## src/rtl/serial_adder_pkg.sv

```systemverilog
// Shared definitions for the bit-serial adder: state encoding, limits, helpers.
package serial_adder_pkg;

    localparam int unsigned STATE_W   = 2;
    localparam int unsigned WIDTH_MAX = 64;

    // FSM state encoding; 2'd3 is unused and recovers to IDLE
    localparam logic [STATE_W-1:0] IDLE = 2'd0;
    localparam logic [STATE_W-1:0] RUN  = 2'd1;
    localparam logic [STATE_W-1:0] DONE = 2'd2;

    // Bit-counter width: enough to count WIDTH bit-cycles, never narrower than 1
    function automatic int unsigned cnt_width(input int unsigned width);
        return (width > 1) ? $clog2(width) : 1;
    endfunction

endpackage

```

## src/rtl/serial_adder_if.sv

```systemverilog
// Request/result bundle between an operand producer and the serial adder.
interface serial_adder_if #(
    parameter int unsigned WIDTH = 8
);

    logic             start;
    logic [WIDTH-1:0] a_in;
    logic [WIDTH-1:0] b_in;
    logic             cin_in;
    logic             busy;
    logic             done;
    logic [WIDTH-1:0] sum_out;
    logic             cout_out;

    // Producer side: issues requests, observes status and results
    modport master (
        output start,
        output a_in,
        output b_in,
        output cin_in,
        input  busy,
        input  done,
        input  sum_out,
        input  cout_out
    );

    // Adder side: accepts requests, returns status and results
    modport slave (
        input  start,
        input  a_in,
        input  b_in,
        input  cin_in,
        output busy,
        output done,
        output sum_out,
        output cout_out
    );

endinterface

```

## src/rtl/serial_adder_fa.sv

```systemverilog
// One-bit full-adder cell shared across the codebase.
module fa (
    input  logic a,
    input  logic b,
    input  logic cin,
    output logic sum,
    output logic cout
);

    // Sum and majority carry
    assign sum  = a ^ b ^ cin;
    assign cout = (a & b) | (a & cin) | (b & cin);

endmodule

```

## src/rtl/serial_adder.sv

```systemverilog
// Bit-serial ripple adder: a_in + b_in + cin_in over WIDTH cycles, LSB first,
// through a single full-adder cell. Legal WIDTH range is 1..WIDTH_MAX.
module serial_adder
    import serial_adder_pkg::*;
#(
    parameter int unsigned WIDTH = 8
) (
    input  logic           clk,
    input  logic           rst_n,
    serial_adder_if.slave  bus
);

    localparam int unsigned      CNT_W    = cnt_width(WIDTH);
    localparam logic [CNT_W-1:0] CNT_LAST = CNT_W'(WIDTH - 1);

    logic [STATE_W-1:0] state_q,    state_d;
    logic [WIDTH-1:0]   a_sh_q,     a_sh_d;
    logic [WIDTH-1:0]   b_sh_q,     b_sh_d;
    logic [WIDTH-1:0]   sum_sh_q,   sum_sh_d;
    logic               carry_q,    carry_d;
    logic [CNT_W-1:0]   cnt_q,      cnt_d;
    logic               busy_q,     busy_d;
    logic               done_q,     done_d;
    logic [WIDTH-1:0]   sum_out_q,  sum_out_d;
    logic               cout_out_q, cout_out_d;

    logic               fa_sum;
    logic               fa_cout;
    logic [WIDTH-1:0]   sum_nxt;

    // Single full-adder cell fed from the operand shift-register LSBs
    fa u_fa (
        .a    (a_sh_q[0]),
        .b    (b_sh_q[0]),
        .cin  (carry_q),
        .sum  (fa_sum),
        .cout (fa_cout)
    );

    // New sum bit enters at the MSB; after WIDTH shifts bit 0 is at the LSB.
    // Written as a shift of the concatenation so WIDTH=1 needs no special case.
    assign sum_nxt = WIDTH'({fa_sum, sum_sh_q} >> 1);

    // Next-state, datapath and registered-output decode
    always_comb begin
        state_d    = state_q;
        a_sh_d     = a_sh_q;
        b_sh_d     = b_sh_q;
        sum_sh_d   = sum_sh_q;
        carry_d    = carry_q;
        cnt_d      = cnt_q;
        busy_d     = 1'b0;
        done_d     = 1'b0;
        sum_out_d  = sum_out_q;
        cout_out_d = cout_out_q;

        case (state_q)
            IDLE: begin
                if (bus.start) begin
                    state_d  = RUN;
                    busy_d   = 1'b1;
                    a_sh_d   = bus.a_in;
                    b_sh_d   = bus.b_in;
                    carry_d  = bus.cin_in;
                    cnt_d    = '0;
                    sum_sh_d = '0;
                end
            end
            RUN: begin
                a_sh_d   = a_sh_q >> 1;
                b_sh_d   = b_sh_q >> 1;
                sum_sh_d = sum_nxt;
                carry_d  = fa_cout;
                cnt_d    = cnt_q + CNT_W'(1);
                if (cnt_q == CNT_LAST) begin
                    state_d    = DONE;
                    done_d     = 1'b1;
                    sum_out_d  = sum_nxt;
                    cout_out_d = fa_cout;
                end else begin
                    busy_d = 1'b1;
                end
            end
            DONE: begin
                state_d = IDLE;
            end
            default: begin
                state_d = IDLE;
            end
        endcase
    end

    // State, datapath and output registers; reset aborts any addition in flight
    always_ff @(posedge clk or negedge rst_n) begin
        if (!rst_n) begin
            state_q    <= IDLE;
            a_sh_q     <= '0;
            b_sh_q     <= '0;
            sum_sh_q   <= '0;
            carry_q    <= 1'b0;
            cnt_q      <= '0;
            busy_q     <= 1'b0;
            done_q     <= 1'b0;
            sum_out_q  <= '0;
            cout_out_q <= 1'b0;
        end else begin
            state_q    <= state_d;
            a_sh_q     <= a_sh_d;
            b_sh_q     <= b_sh_d;
            sum_sh_q   <= sum_sh_d;
            carry_q    <= carry_d;
            cnt_q      <= cnt_d;
            busy_q     <= busy_d;
            done_q     <= done_d;
            sum_out_q  <= sum_out_d;
            cout_out_q <= cout_out_d;
        end
    end

    assign bus.busy     = busy_q;
    assign bus.done     = done_q;
    assign bus.sum_out  = sum_out_q;
    assign bus.cout_out = cout_out_q;

endmodule

```

## src/flat_wrapper.sv

```systemverilog
// flat-port wrapper written by rule: the top's interface ports become plain ports
module serial_adder_flat import serial_adder_pkg::*;
#(
    parameter int unsigned WIDTH = 8
)
  (clk, rst_n, bus_start, bus_a_in, bus_b_in, bus_cin_in, bus_busy, bus_done, bus_sum_out, bus_cout_out);
  serial_adder_if #(.WIDTH(WIDTH)) bus_i ();
  input  logic clk;
  input  logic rst_n;
  input wire logic [$bits(bus_i.start)-1:0] bus_start;
  input wire logic [$bits(bus_i.a_in)-1:0] bus_a_in;
  input wire logic [$bits(bus_i.b_in)-1:0] bus_b_in;
  input wire logic [$bits(bus_i.cin_in)-1:0] bus_cin_in;
  output wire logic [$bits(bus_i.busy)-1:0] bus_busy;
  output wire logic [$bits(bus_i.done)-1:0] bus_done;
  output wire logic [$bits(bus_i.sum_out)-1:0] bus_sum_out;
  output wire logic [$bits(bus_i.cout_out)-1:0] bus_cout_out;
  assign bus_i.start = bus_start;
  assign bus_i.a_in = bus_a_in;
  assign bus_i.b_in = bus_b_in;
  assign bus_i.cin_in = bus_cin_in;
  assign bus_busy = bus_i.busy;
  assign bus_done = bus_i.done;
  assign bus_sum_out = bus_i.sum_out;
  assign bus_cout_out = bus_i.cout_out;
  serial_adder #(.WIDTH(WIDTH)) u_core (.clk(clk), .rst_n(rst_n), .bus(bus_i));
endmodule
```

## config.mk

```make
export PLATFORM = sky130hd
export DESIGN_NAME = serial_adder_flat
export DESIGN_NICKNAME = d
export VERILOG_FILES = /design/src/rtl/serial_adder_pkg.sv /design/src/rtl/serial_adder_if.sv /design/src/rtl/serial_adder_fa.sv /design/src/rtl/serial_adder.sv /design/src/flat_wrapper.sv
export SDC_FILE = /design/constraint.sdc
export NUM_CORES = 1
export LEC_CHECK = 0
export BUFFER_PORTS_ARGS = -buffer_cell sky130_fd_sc_hd__buf_4
export CAP_MARGIN = 20
export CELL_PAD_IN_SITES_DETAIL_PLACEMENT = 0
export CELL_PAD_IN_SITES_GLOBAL_PLACEMENT = 1
export CORE_MARGIN = 2
export CORE_UTILIZATION = 43
export DETAILED_ROUTE_END_ITERATION = 6
export PLACE_DENSITY = 0.75
export SYNTH_ARGS = -nofsm -noshare
export SYNTH_HDL_FRONTEND = slang
export SYNTH_SLANG_ARGS = --single-unit
```

## constraint.sdc

```tcl
create_clock -name clk -period 2 [get_ports clk]
set_input_delay 0.6 -clock clk [delete_from_list [all_inputs] [get_ports clk]]
set_output_delay 0.6 -clock clk [all_outputs]
set_load 0.05 [all_outputs]
```

# Yosys cells after proc, flatten, opt, wreduce, memory -nomap -nowiden
# Cells that the tools add are included.
dict set report word_totals {
  regBits 41
  elab_cells 45
  out_inout_bits 11
}
dict set report classes {
  n_addsub 1
  n_reduce_logical 5
  n_mux 18
  bitwise_logic 7
  n_eq_ne 4
}
# op n
set op_table {}
lappend op_table {{$pmux W8 S2} 3}
lappend op_table {{$mux W8} 3}
lappend op_table {{$pmux W3 S2} 1}
lappend op_table {{$reduce_and A2 Y1} 3}
lappend op_table {{$mux W1} 5}
lappend op_table {{$mux W2} 2}
lappend op_table {{$pmux W1 S2} 2}
lappend op_table {{$pmux W2 S2} 1}
lappend op_table {{$add A3 B1 Y3 const B} 1}
lappend op_table {{$and A1 B1 Y1} 3}
lappend op_table {{$eq A3 B3 Y1 const B} 1}
lappend op_table {{$mux W3} 1}
lappend op_table {{$eq A2 B1 Y1 const B} 1}
lappend op_table {{$logic_not A2 Y1} 1}
lappend op_table {{$ne A2 B1 Y1 const B} 1}
lappend op_table {{$ne A2 B2 Y1 const B} 1}
lappend op_table {{$or A1 B1 Y1} 2}
lappend op_table {{$reduce_bool A2 Y1} 1}
lappend op_table {{$xor A1 B1 Y1} 2}

# Depth between registers and ports, before layout
# Gate-level depths: netlist of run 1.
dict set report depth {
  word_depth 4
  ltp_mapped 6
  depth_no_buf 5
}

# Modules after synthesis
# A second synthesis of run 1 with hierarchy kept.
dict set report hier_totals {
  hier_cells 135
  area_unflattened_um2 1691.6
}
# module n_inst area_each_um2 cells_per_inst
set by_module_without_submodules {}
lappend by_module_without_submodules {serial_adder 1 1671.6 134}
lappend by_module_without_submodules {fa 1 20.0 1}

# Least setup slack after synthesis of run 1
# OpenSTA, ideal clock, no wires.
dict set report synth_path {
  path_type {flip-flop to flip-flop}
  start {reg u_core.cnt_q[0]}
  end {reg u_core.sum_out_q[0], in the netlist u_core.bus.sum_out[0]}
  n_path_buf 0
  stages_incl_launch_ff 6
  slack_ns 0.601
  t_required_ns 1.873
  setup_ns 0.127
  arrival_time_ns 1.271
  cell_sequence {dfrtp_1 ha_1 ha_1 nand2_8 inv_2 mux2_1}
}
dict set report synth_via {
  elab_chain_cells 2
}
# element line
set synth_rtl {}
lappend synth_rtl {{from (decl)} serial_adder.sv:21} ;# logic [CNT_W-1:0] cnt_q, cnt_d;
lappend synth_rtl {{from (signal assigned)} serial_adder.sv:112} ;# cnt_q <= cnt_d;
lappend synth_rtl {{$eq A3 B3 Y1} serial_adder.sv:75} ;# if (cnt_q == CNT_LAST) begin
lappend synth_rtl {{$reduce_and A2 Y1 (no line)} -}
lappend synth_rtl {{to (signal assigned)} serial_adder.sv:115} ;# sum_out_q <= sum_out_d;
lappend synth_rtl {{to (decl)} serial_adder.sv:24} ;# logic [WIDTH-1:0] sum_out_q, sum_out_d;
# No other way between the ends.
# A chain may end at the register's enable or synchronous reset.

# Final worst setup path of run 1
dict set report layout_path {
  start {reg u_core.state_q[0]}
  end {reg u_core.sum_out_q[0], in the netlist u_core.bus.sum_out[0]}
}
dict set report layout_via {
  elab_chain_cells 2
}
# element line
set layout_rtl {}
lappend layout_rtl {{from (decl)} serial_adder.sv:16} ;# logic [STATE_W-1:0] state_q, state_d;
lappend layout_rtl {{from (signal assigned)} serial_adder.sv:107} ;# state_q <= state_d;
lappend layout_rtl {{$eq A2 B1 Y1} serial_adder.sv:57} ;# case (state_q)
lappend layout_rtl {{$reduce_and A2 Y1 (no line)} -}
# No other way between the ends.

==> flow_summary.yaml, run 1 <==
critical_path:
  rr_worst_depth: 4
  regToRegStartpoint: "u_core.state_q[0]"
  worstSetupPathType: "register to register"
  crit_arrival_ns: 1.67
  r2r_setup_slack_ns: 0.51
  crit_fanout: 10
  slowest_stage: "dfrtp_1"
  path_cells: "nor2b_2 > nand2_8 > inv_2 > mux2_1"
  startpoint_type: "register"
  critPathRequiredTime_ns: 2.18
  r2r-end: "u_core.bus.sum_out[0]"
  cpPeakStageDelay_ns: 0.51
  worst_setup_path_end_kind: "register"
clock_tree:
  clockBufferDepth: 2
  cts.sinks: 40
  insertion_delay_ns: 0.29
  cts_inserted_buffers: 5
  cts_htree_levels: 2
  post_cts_resized: 0
  cts_tree: "built"
  post_cts_buffers: 0
  postCtsHoldBufs: 0
  clk_pin_slew_worst_paths_ns: 0.07
  clockRootBuffer: "clkbuf_8"
global_routing:
  antenna_found_initial: 0
  grt_pass1_wl_um: 5871
  overflow: 0
  grt_max_degree: 41
  grt_usage_pct: 17.75
  grt_pass1_vias: 1256
sta:
  timing.fmax_ghz: 0.6689
  hold_viol: 0
  max-slew-margin-rel_pct: 59.16
  clock-skew-final_ns: 0.001135
  slew_violations: 0
  period_minus_slack_ns: 1.495
  worst_pin_slew_ns: 0.6126
  period_share_pct: 74.75
  fin_tns_setup_ns: 0
  rsz0062_at_grt: "no"
  setup_viol: 0
logic_synthesis:
  seq_area_frac_synth_pct: 57.47
  syn-cell-area_sq_um: 1742
  synth_adder_area_share_pct: 2.586
  synth_top_family_by_area: "compound AO/OA/AOI/OAI gates"
  synth_compound_area_share_pct: 19.54
  yosys_most_used_dff: "dfrtp_1"
  synthesis.nets: 162
  synth_seq_cells: 40
  synth-simple-area-share_pct: 8.046
  synth_edf_count: 0
  synth-xor-area-share_pct: 0
  syn_inst: 139
  avgSynthCellArea_sq_um: 12.53
  synth.area.mux_share_pct: 8.118
  netlist-cell-type-count: 26
  ys_async_sr_fraction_pct: 100.0
  ys_warn_count: 0
worst_hold_path:
  hp-class: "primary input to async pin"
power:
  p_per_area_nw_per_um2: 1696
  p_int_mw: 2.173
  p_switching_mw: 1.377
  irDropWorstVdd_mv: 0.7134
  power.share.sequential_pct: 40.8
  switching_share_pct: 38.79
  comb_power_share_pct: 41.1
  clock_power_share_pct: 18.1
  leakagePower_nw: 0.9738
layout:
  layout_common_cells: "dfrtp_1, buf_4, nor2_1"
  final_common_cell: "dfrtp_1"
  layout-drive-gt1-share_pct: 31.95
  area.growth.synth_to_final_pct: 20.19
  diodes: 0
  nets: 191
  final_util_pct: 53.09
floorplanning:
  initial_core_util_pct: 44.18
  dieHeight_um: 67.64
  core_sq_um: 3943
  placementRows: 23
  die_w_um: 67.64
  io_pins: 31
  die_area_sq_um: 4575
route:
  final_antenna_net_count: 0
  first_pass_iters: 4
  wl_per_cell_um: 15.70
  drt_iter0_drc: 77
  drc: 0
  via_per_inst: 5.612
  via_count: 1229
  routed_wl_um: 3438
outcome:
  status: "completed"
placed_design:
  gp_congestion: 0.7250
  dp_hpwl_um: 2300
  io_buffers: 30
job:
  max-cap-violations: 0
[synth_stat cells (2+ instances only)]
cell type	instances	area (sq um)
dfrtp_1	40	1001
nor2_1	18	67.56
o22ai_1	15	93.84
o32ai_1	15	131.4
a22o_1	9	78.83
mux2_4	8	120.1
buf_2	5	25.02
inv_2	3	11.26
nand2_1	3	11.26
o21ai_1	3	15.01
buf_4	2	15.01
clkbuf_1	2	7.510
ha_1	2	25.02
o21ai_0	2	10.01
[routing by layer]
| layer | routed length [um] | GRT usage [%] | up-vias |
|---|---|---|---|
| met2 | 1694 | 29.17 | 34 |
| met4 | 48 | 6.378 | 0 |
| met5 | 0 | 0 | - |
| li1 | - | - | 575 |
| met1 | 1521 | 21.96 | 614 |
| met3 | 173 | 5.500 | 6 |
[worst max path at each step]
stage | start | end | slack [ns] | cells past startpoint
after floorplan | u_core.cnt_q[0] | u_core.bus.sum_out[0] | 0.60 | 5
after global placement | bus_start | u_core.b_sh_q[3] | 0.47 | 4
after detailed placement | bus_start | u_core.b_sh_q[2] | 0.44 | 4
after CTS | u_core.state_q[0] | u_core.bus.sum_out[0] | 0.49 | 4
after global routing | u_core.state_q[0] | u_core.bus.sum_out[0] | 0.42 | 4
final | u_core.state_q[0] | u_core.bus.sum_out[0] | 0.51 | 4
[critical path: cells and delay by family (launching register included)]
kind | cells | cell delay, ns
and+or+nand+nor | 2 | 0.47
DFF | 1 | 0.51
buffers and inverters | 1 | 0.08
muxes | 1 | 0.31
[metrics by stage]
stage | setup slack, ns | instance area (sq um) | instances | hold WS (ns) | power, mW
CTS | 0.4879 | 2093 | 219 | 0.2922 | 3.582
global route | 0.4164 | 2093 | 219 | 0.3042 | 3.808
finish | 0.5050 | 2093 | 219 | 0.2782 | 3.551
detailed placement | 0.4371 | 1986 | 211 | 0.4760 | 2.929
global placement | 0.4674 | 1986 | 211 | 0.4703 | 2.877
floorplan | 0.6013 | 1742 | 139 | 0.3044 | 2.560
[power groups by stage]
stage	sequential (mW)	combinational (mW)	clock, mW
finish	1.45	1.46	0.643
CTS	1.45	1.47	0.661
detailed placement	1.46	1.47	0
floorplan	1.70	0.865	0
global route	1.50	1.60	0.711
global placement	1.44	1.44	0
[state kept, by name (all words and copies together) (netlist names)]
register	cells
u_core.a_sh_q	8
u_core.b_sh_q	8
u_core.bus.sum_out	8
u_core.sum_sh_q	7
u_core.cnt_q	3
u_core.state_q	2
u_core.bus.busy	1
u_core.bus.cout_out	1
u_core.bus.done	1
u_core.carry_q	1
[cell families after synthesis]
kind of cell    after synthesis
simple gates                 27
buf+inv                      14
fa+ha+maj                     3
flops                        40
mux                          10
compound gates               45
[layout make-up]
type,instances,area [sq um]
fillers,342,1849
flip-flops and latches,40,1001
multi-input cells,85,666.9
repair buffers,32,240.2
clock buffers,6,72.57
well taps,50,62.56
clock inverters,2,35.03
inverters,4,15.01
No activity file was read; power rests on OpenSTA's default activity.
==> run 2: changes to the inputs <==
--- a/config.mk
+++ b/config.mk
@@ -10,9 +10,9 @@
 export CELL_PAD_IN_SITES_DETAIL_PLACEMENT = 0
 export CELL_PAD_IN_SITES_GLOBAL_PLACEMENT = 1
 export CORE_MARGIN = 2
-export CORE_UTILIZATION = 43
+export CORE_UTILIZATION = 39
 export DETAILED_ROUTE_END_ITERATION = 6
-export PLACE_DENSITY = 0.75
+export PLACE_DENSITY = 0.72
 export SYNTH_ARGS = -nofsm -noshare
 export SYNTH_HDL_FRONTEND = slang
 export SYNTH_SLANG_ARGS = --single-unit
==> constraint.sdc (replaced) <==
create_clock -name clk -period 1.32 [get_ports clk]
set_input_delay 0.396 -clock clk [delete_from_list [all_inputs] [get_ports clk]]
set_output_delay 0.396 -clock clk [all_outputs]
set_load 0.05 [all_outputs]
==> flow_summary.yaml, run 2 (synthesis gave the netlist of run 1 again) <==
outcome:
  status: "finished, violations left"
  violations: "negative setup slack"
clock_tree:
  insertion_delay_ns: 0.29
  cts_tree: "built"
  cts_htree_levels: 2
  clockBufferDepth: 2
  clockRootBuffer: "clkbuf_8"
  clk_pin_slew_worst_paths_ns: 0.07
  cts_inserted_buffers: 5
  cts.sinks: 40
sta:
  fin_tns_setup_ns: -0.01073
  period_minus_slack_ns: 1.327
  max-slew-margin-rel_pct: 65.96
  clock-skew-final_ns: 0.009077
  timing.fmax_ghz: 0.7535
  period_share_pct: 100.5
  slew_violations: 0
  hold_viol: 0
  setup_viol: 3
  rsz0062_at_grt: "yes"
  setup_ws_ns: -0.007112
  hold_ws_ns: 0.07994
  worst_pin_slew_ns: 0.5106
global_routing:
  grt_pass1_wl_um: 6272
  grt_pass1_vias: 1292
  antenna_found_initial: 0
  grt_max_degree: 41
  overflow: 0
  grt_usage_pct: 15.94
layout:
  final_area_sq_um: 2302
  stdcell_count: 233
  layout_common_cells: "buf_4, dfrtp_1, nor2_1"
  area.growth.synth_to_final_pct: 32.18
  final_util_pct: 53.24
  nets: 204
  final_common_cell: "buf_4"
  layout-drive-gt1-share_pct: 44.75
  diodes: 0
critical_path:
  critPathRequiredTime_ns: 1.49
  crit_arrival_ns: 1.50
  worstSetupPathType: "register to register"
  rr_worst_depth: 5
  r2r_setup_slack_ns: -0.007
  r2r-end: "u_core.bus.sum_out[0]"
  regToRegStartpoint: "u_core.cnt_q[0]"
  worst_setup_path_end_kind: "register"
  crit_fanout: 5
  startpoint_type: "register"
floorplanning:
  initial_core_util_pct: 40.28
  dieHeight_um: 70.83
  io_pins: 31
  die_w_um: 70.83
  placementRows: 24
  core_sq_um: 4324
  die_area_sq_um: 5016
power:
  irDropWorstVdd_mv: 0.8203
  p_per_area_nw_per_um2: 2512
  totalPowerFinal_mw: 5.783
  leakagePower_nw: 1.057
worst_hold_path:
  hp-class: "primary input to async pin"
placed_design:
  dp_hpwl_um: 2409
  io_buffers: 30
  dp.cells: 220
  pre_cts_ws_ns: -0.04044
  place_area_sq_um: 2068
  gp_congestion: 0.7033
route:
  drt_iter0_drc: 57
  via_per_inst: 5.592
  wl_per_cell_um: 16.25
  routed_wl_um: 3787
  via_count: 1303
  drc: 0
  final_antenna_net_count: 0
  first_pass_iters: 4
job:
  max-cap-violations: 0
-- run 2: cell types whose count changed in the layout (fill, tap and decap cells not counted), moves of 2 or more --
cell / previous run / this run
ha_1: 2 / 0
o32ai_2: 0 / 10
clkbuf_8: 5 / 7
buf_4: 32 / 43
o32ai_1: 15 / 5
-- run 2: final cells by class --
| cell class | count | area (sq um) |
|---|---|---|
| fillers | 392 | 2022 |
| clock buffers | 7 | 96.34 |
| inverters | 4 | 17.52 |
| multi-input cells | 86 | 779.5 |
| repair buffers | 44 | 342.8 |
| flip-flops and latches | 40 | 1001 |
| well taps | 52 | 65.06 |
-- run 2: critical path, stage by stage, from the launching register on --
cell	delay, ns
dfrtp_1	0.39
ha_2	0.20
ha_4	0.19
nand2_8	0.10
inv_4	0.04
mux2_4	0.28
-- run 2: worst max path at each step --
stage	start	end	slack, ns	depth (start not counted)
after floorplan	u_core.cnt_q[0]	u_core.bus.sum_out[0]	0.007	5
after global placement	bus_start	u_core.b_sh_q[1]	-0.009	4
after CTS	u_core.cnt_q[1]	u_core.bus.sum_out[0]	-0.02	5
after global routing	u_core.cnt_q[0]	u_core.bus.sum_out[0]	-0.05	5
after detailed placement	u_core.cnt_q[1]	u_core.bus.sum_out[0]	-0.04	5
final	u_core.cnt_q[0]	u_core.bus.sum_out[0]	-0.007	5
-- run 2: report_power, final --
part | total, mW | switching [mW] | leakage, nW | internal, mW
clock network | 0.871 | 0.406 | 0.0503 | 0.466
registers | 2.19 | 0.416 | 0.489 | 1.77
logic | 2.73 | 1.44 | 0.518 | 1.28
-- run 2: metal layers --
metal	global-route usage, %	wire length, um	part of all wire (%)
met3	4.416	152	4.0
met2	25.55	1913	51
met5	0	0	0
met4	5.031	44	1.2
met1	21.15	1677	44
-- run 2: what timing repair did --
action / CTS / global route
hold buffers: 0 / 0
gates cloned: 1 / 0
pin swaps: 2 / 1
setup buffers: 5 / 0
endpoints found under the hold margin: 0 / 0
endpoints found under the setup margin: 9 / 23
gates resized for setup: 3 / 12
==> run 3: changes to the inputs <==
--- a/config.mk
+++ b/config.mk
@@ -10,9 +10,11 @@
 export CELL_PAD_IN_SITES_DETAIL_PLACEMENT = 0
 export CELL_PAD_IN_SITES_GLOBAL_PLACEMENT = 1
 export CORE_MARGIN = 2
-export CORE_UTILIZATION = 39
+export CORE_UTILIZATION = 41
+export CTS_BUF_LIST = sky130_fd_sc_hd__clkbuf_2
 export DETAILED_ROUTE_END_ITERATION = 6
-export PLACE_DENSITY = 0.72
+export PLACE_DENSITY = 0.75
+export RECOVER_POWER = 100
 export SYNTH_ARGS = -nofsm -noshare
 export SYNTH_HDL_FRONTEND = slang
 export SYNTH_SLANG_ARGS = --single-unit
==> flow_summary.yaml, run 3 (synthesis gave the netlist of run 1 again) <==
worst_hold_path:
  hp-class: "primary input to register"
  min_path_cells: 3
  min_to: "u_core.a_sh_q[7]"
  hp-start: "bus_a_in[7]"
power:
  irDropWorstVdd_mv: 0.9752
  p_per_area_nw_per_um2: 2464
  power.share.sequential_pct: 36.4
  comb_power_share_pct: 51.7
  totalPowerFinal_mw: 6.112
  leakagePower_nw: 1.164
  clock_power_share_pct: 11.9
  p_int_mw: 3.720
  switching_share_pct: 39.12
  p_switching_mw: 2.391
sta:
  max-slew-margin-rel_pct: 63.04
  setup_viol: 16
  rsz0062_at_grt: "yes"
  timing.fmax_ghz: 0.7240
  worst_pin_slew_ns: 0.5545
  slew_violations: 0
  hold_ws_ns: 0.2046
  clock-skew-final_ns: 0.01642
  setup_ws_ns: -0.06118
  fin_tns_setup_ns: -0.6595
  period_minus_slack_ns: 1.381
  period_share_pct: 104.6
  hold_viol: 0
global_routing:
  overflow: 0
  grt_pass1_vias: 1384
  grt_usage_pct: 16.93
  grt_pass1_wl_um: 6492
  grt_max_degree: 41
  antenna_found_initial: 0
route:
  final_antenna_net_count: 0
  drt_iter0_drc: 91
  via_per_inst: 5.562
  via_count: 1396
  first_pass_iters: 4
  routed_wl_um: 4023
  drc: 0
  wl_per_cell_um: 16.03
layout:
  layout-drive-gt1-share_pct: 51.74
  area.growth.synth_to_final_pct: 42.39
  fillers: 332
  final_util_pct: 61.12
  layout_common_cells: "buf_4, dfrtp_1, nor2_1"
  final_area_sq_um: 2480
  multi_input_comb_area_sq_um: 829.5
  diodes: 0
  final_common_cell: "buf_4"
  regArea_sq_um: 1001
  nets: 223
critical_path:
  startpoint_type: "register"
  regToRegStartpoint: "u_core.cnt_q[0]"
  rr_worst_depth: 5
  worstSetupPathType: "register to output pin"
  path_cells: "buf_6"
  path_buf_inv: 1
  worst_setup_path_end_kind: "output pin"
  slowest_stage: "dfrtp_1"
  critPathTopFamily: "flip-flops"
  crit_arrival_ns: 0.99
  r2r_setup_slack_ns: -0.03
  crit_fanout: 2
  critPathRequiredTime_ns: 0.92
  r2r-end: "u_core.bus.sum_out[0]"
  cpPeakStageDelay_ns: 0.44
clock_tree:
  cts_inserted_buffers: 5
  cts.sinks: 40
  clockRootBuffer: "clkbuf_2"
  clockBufferDepth: 2
  cts_tree: "built"
  clk_pin_slew_worst_paths_ns: 0.21
  insertion_delay_ns: 0.40
  cts_htree_levels: 2
floorplanning:
  initial_core_util_pct: 42.92
  dieHeight_um: 69.18
  io_pins: 31
  die_w_um: 69.18
  placementRows: 23
  core_sq_um: 4058
  die_area_sq_um: 4785
placed_design:
  dp_hpwl_um: 2458
  io_buffers: 30
  gp_congestion: 0.7811
  place_area_sq_um: 2083
outcome:
  violations: "negative setup slack"
  status: "finished, violations left"
job:
  max-cap-violations: 0
run 3: cell count changes in the layout (fill, tap and decap cells not counted), moves of 2 or more:
| cell | change |
|---|---|
| buf_6 | +11 |
| o22ai_2 | +5 |
| clkbuf_2 | +7 |
| o22ai_1 | -5 |
| nand2b_4 | +2 |
| clkbuf_8 | -7 |
| buf_4 | +4 |
run 3: metrics by stage:
stage | std cells | worst slack [ns]
floorplan | 139 | 0.006870
global placement | 222 | -0.01418
detailed placement | 222 | -0.06174
CTS | 241 | -0.09283
global route | 251 | -0.1392
finish | 251 | -0.06118
run 3: area by class of cell:
class	count	area share, %
clock buffer	6	1.211
multi-input combinational	87	33.45
sequential	40	40.36
timing repair buffer	62	20.33
clock inverter	2	1.413
tap	50	2.523
inverter	4	0.7064
run 3: tightest hold or removal path: stages:
cell     delay, ns
buf_4         0.11
nand2_1       0.05
o21ai_1       0.05
run 3: power by group through the flow:
stage | logic, mW | registers (mW) | clock network [mW]
after floorplan | 1.35 | 2.58 | 0
after global placement | 2.42 | 2.15 | 0
after detailed placement | 2.49 | 2.18 | 0
after CTS | 2.86 | 2.17 | 0.759
after global routing | 3.41 | 2.29 | 0.808
final | 3.16 | 2.22 | 0.730
run 3: worst max-delay path by stage:
stage                                startpoint               endpoint  slack (ns)  cells past startpoint
final                     u_core.bus.sum_out[6]         bus_sum_out[6]       -0.06                      1
after global routing      u_core.bus.sum_out[4]         bus_sum_out[4]       -0.14                      1
after global placement          u_core.cnt_q[0]  u_core.bus.sum_out[0]       -0.01                      5
after CTS                 u_core.bus.sum_out[6]         bus_sum_out[6]       -0.09                      1
after detailed placement      u_core.state_q[0]       u_core.b_sh_q[3]       -0.06                      4
after floorplan                 u_core.cnt_q[0]  u_core.bus.sum_out[0]       0.007                      5
run 3: layer usage:
metal	up-vias	GRT usage [%]	share of wire [%]	wire length (um)
met4	0	8.061	1.2	47
met5	-	0	0	0
met1	698	22.62	43	1722
met2	46	26.50	51	2032
li1	647	-	-	-
met3	5	3.343	5.5	220
run 3: repair_timing:
item	in CTS	in global routing
hold endpoints to repair	40	0
endpoints found under the setup margin	31	34
setup buffers	9	9
gates cloned	1	1
pin swaps	1	3
hold buffers	1	0
gates resized for setup	17	20
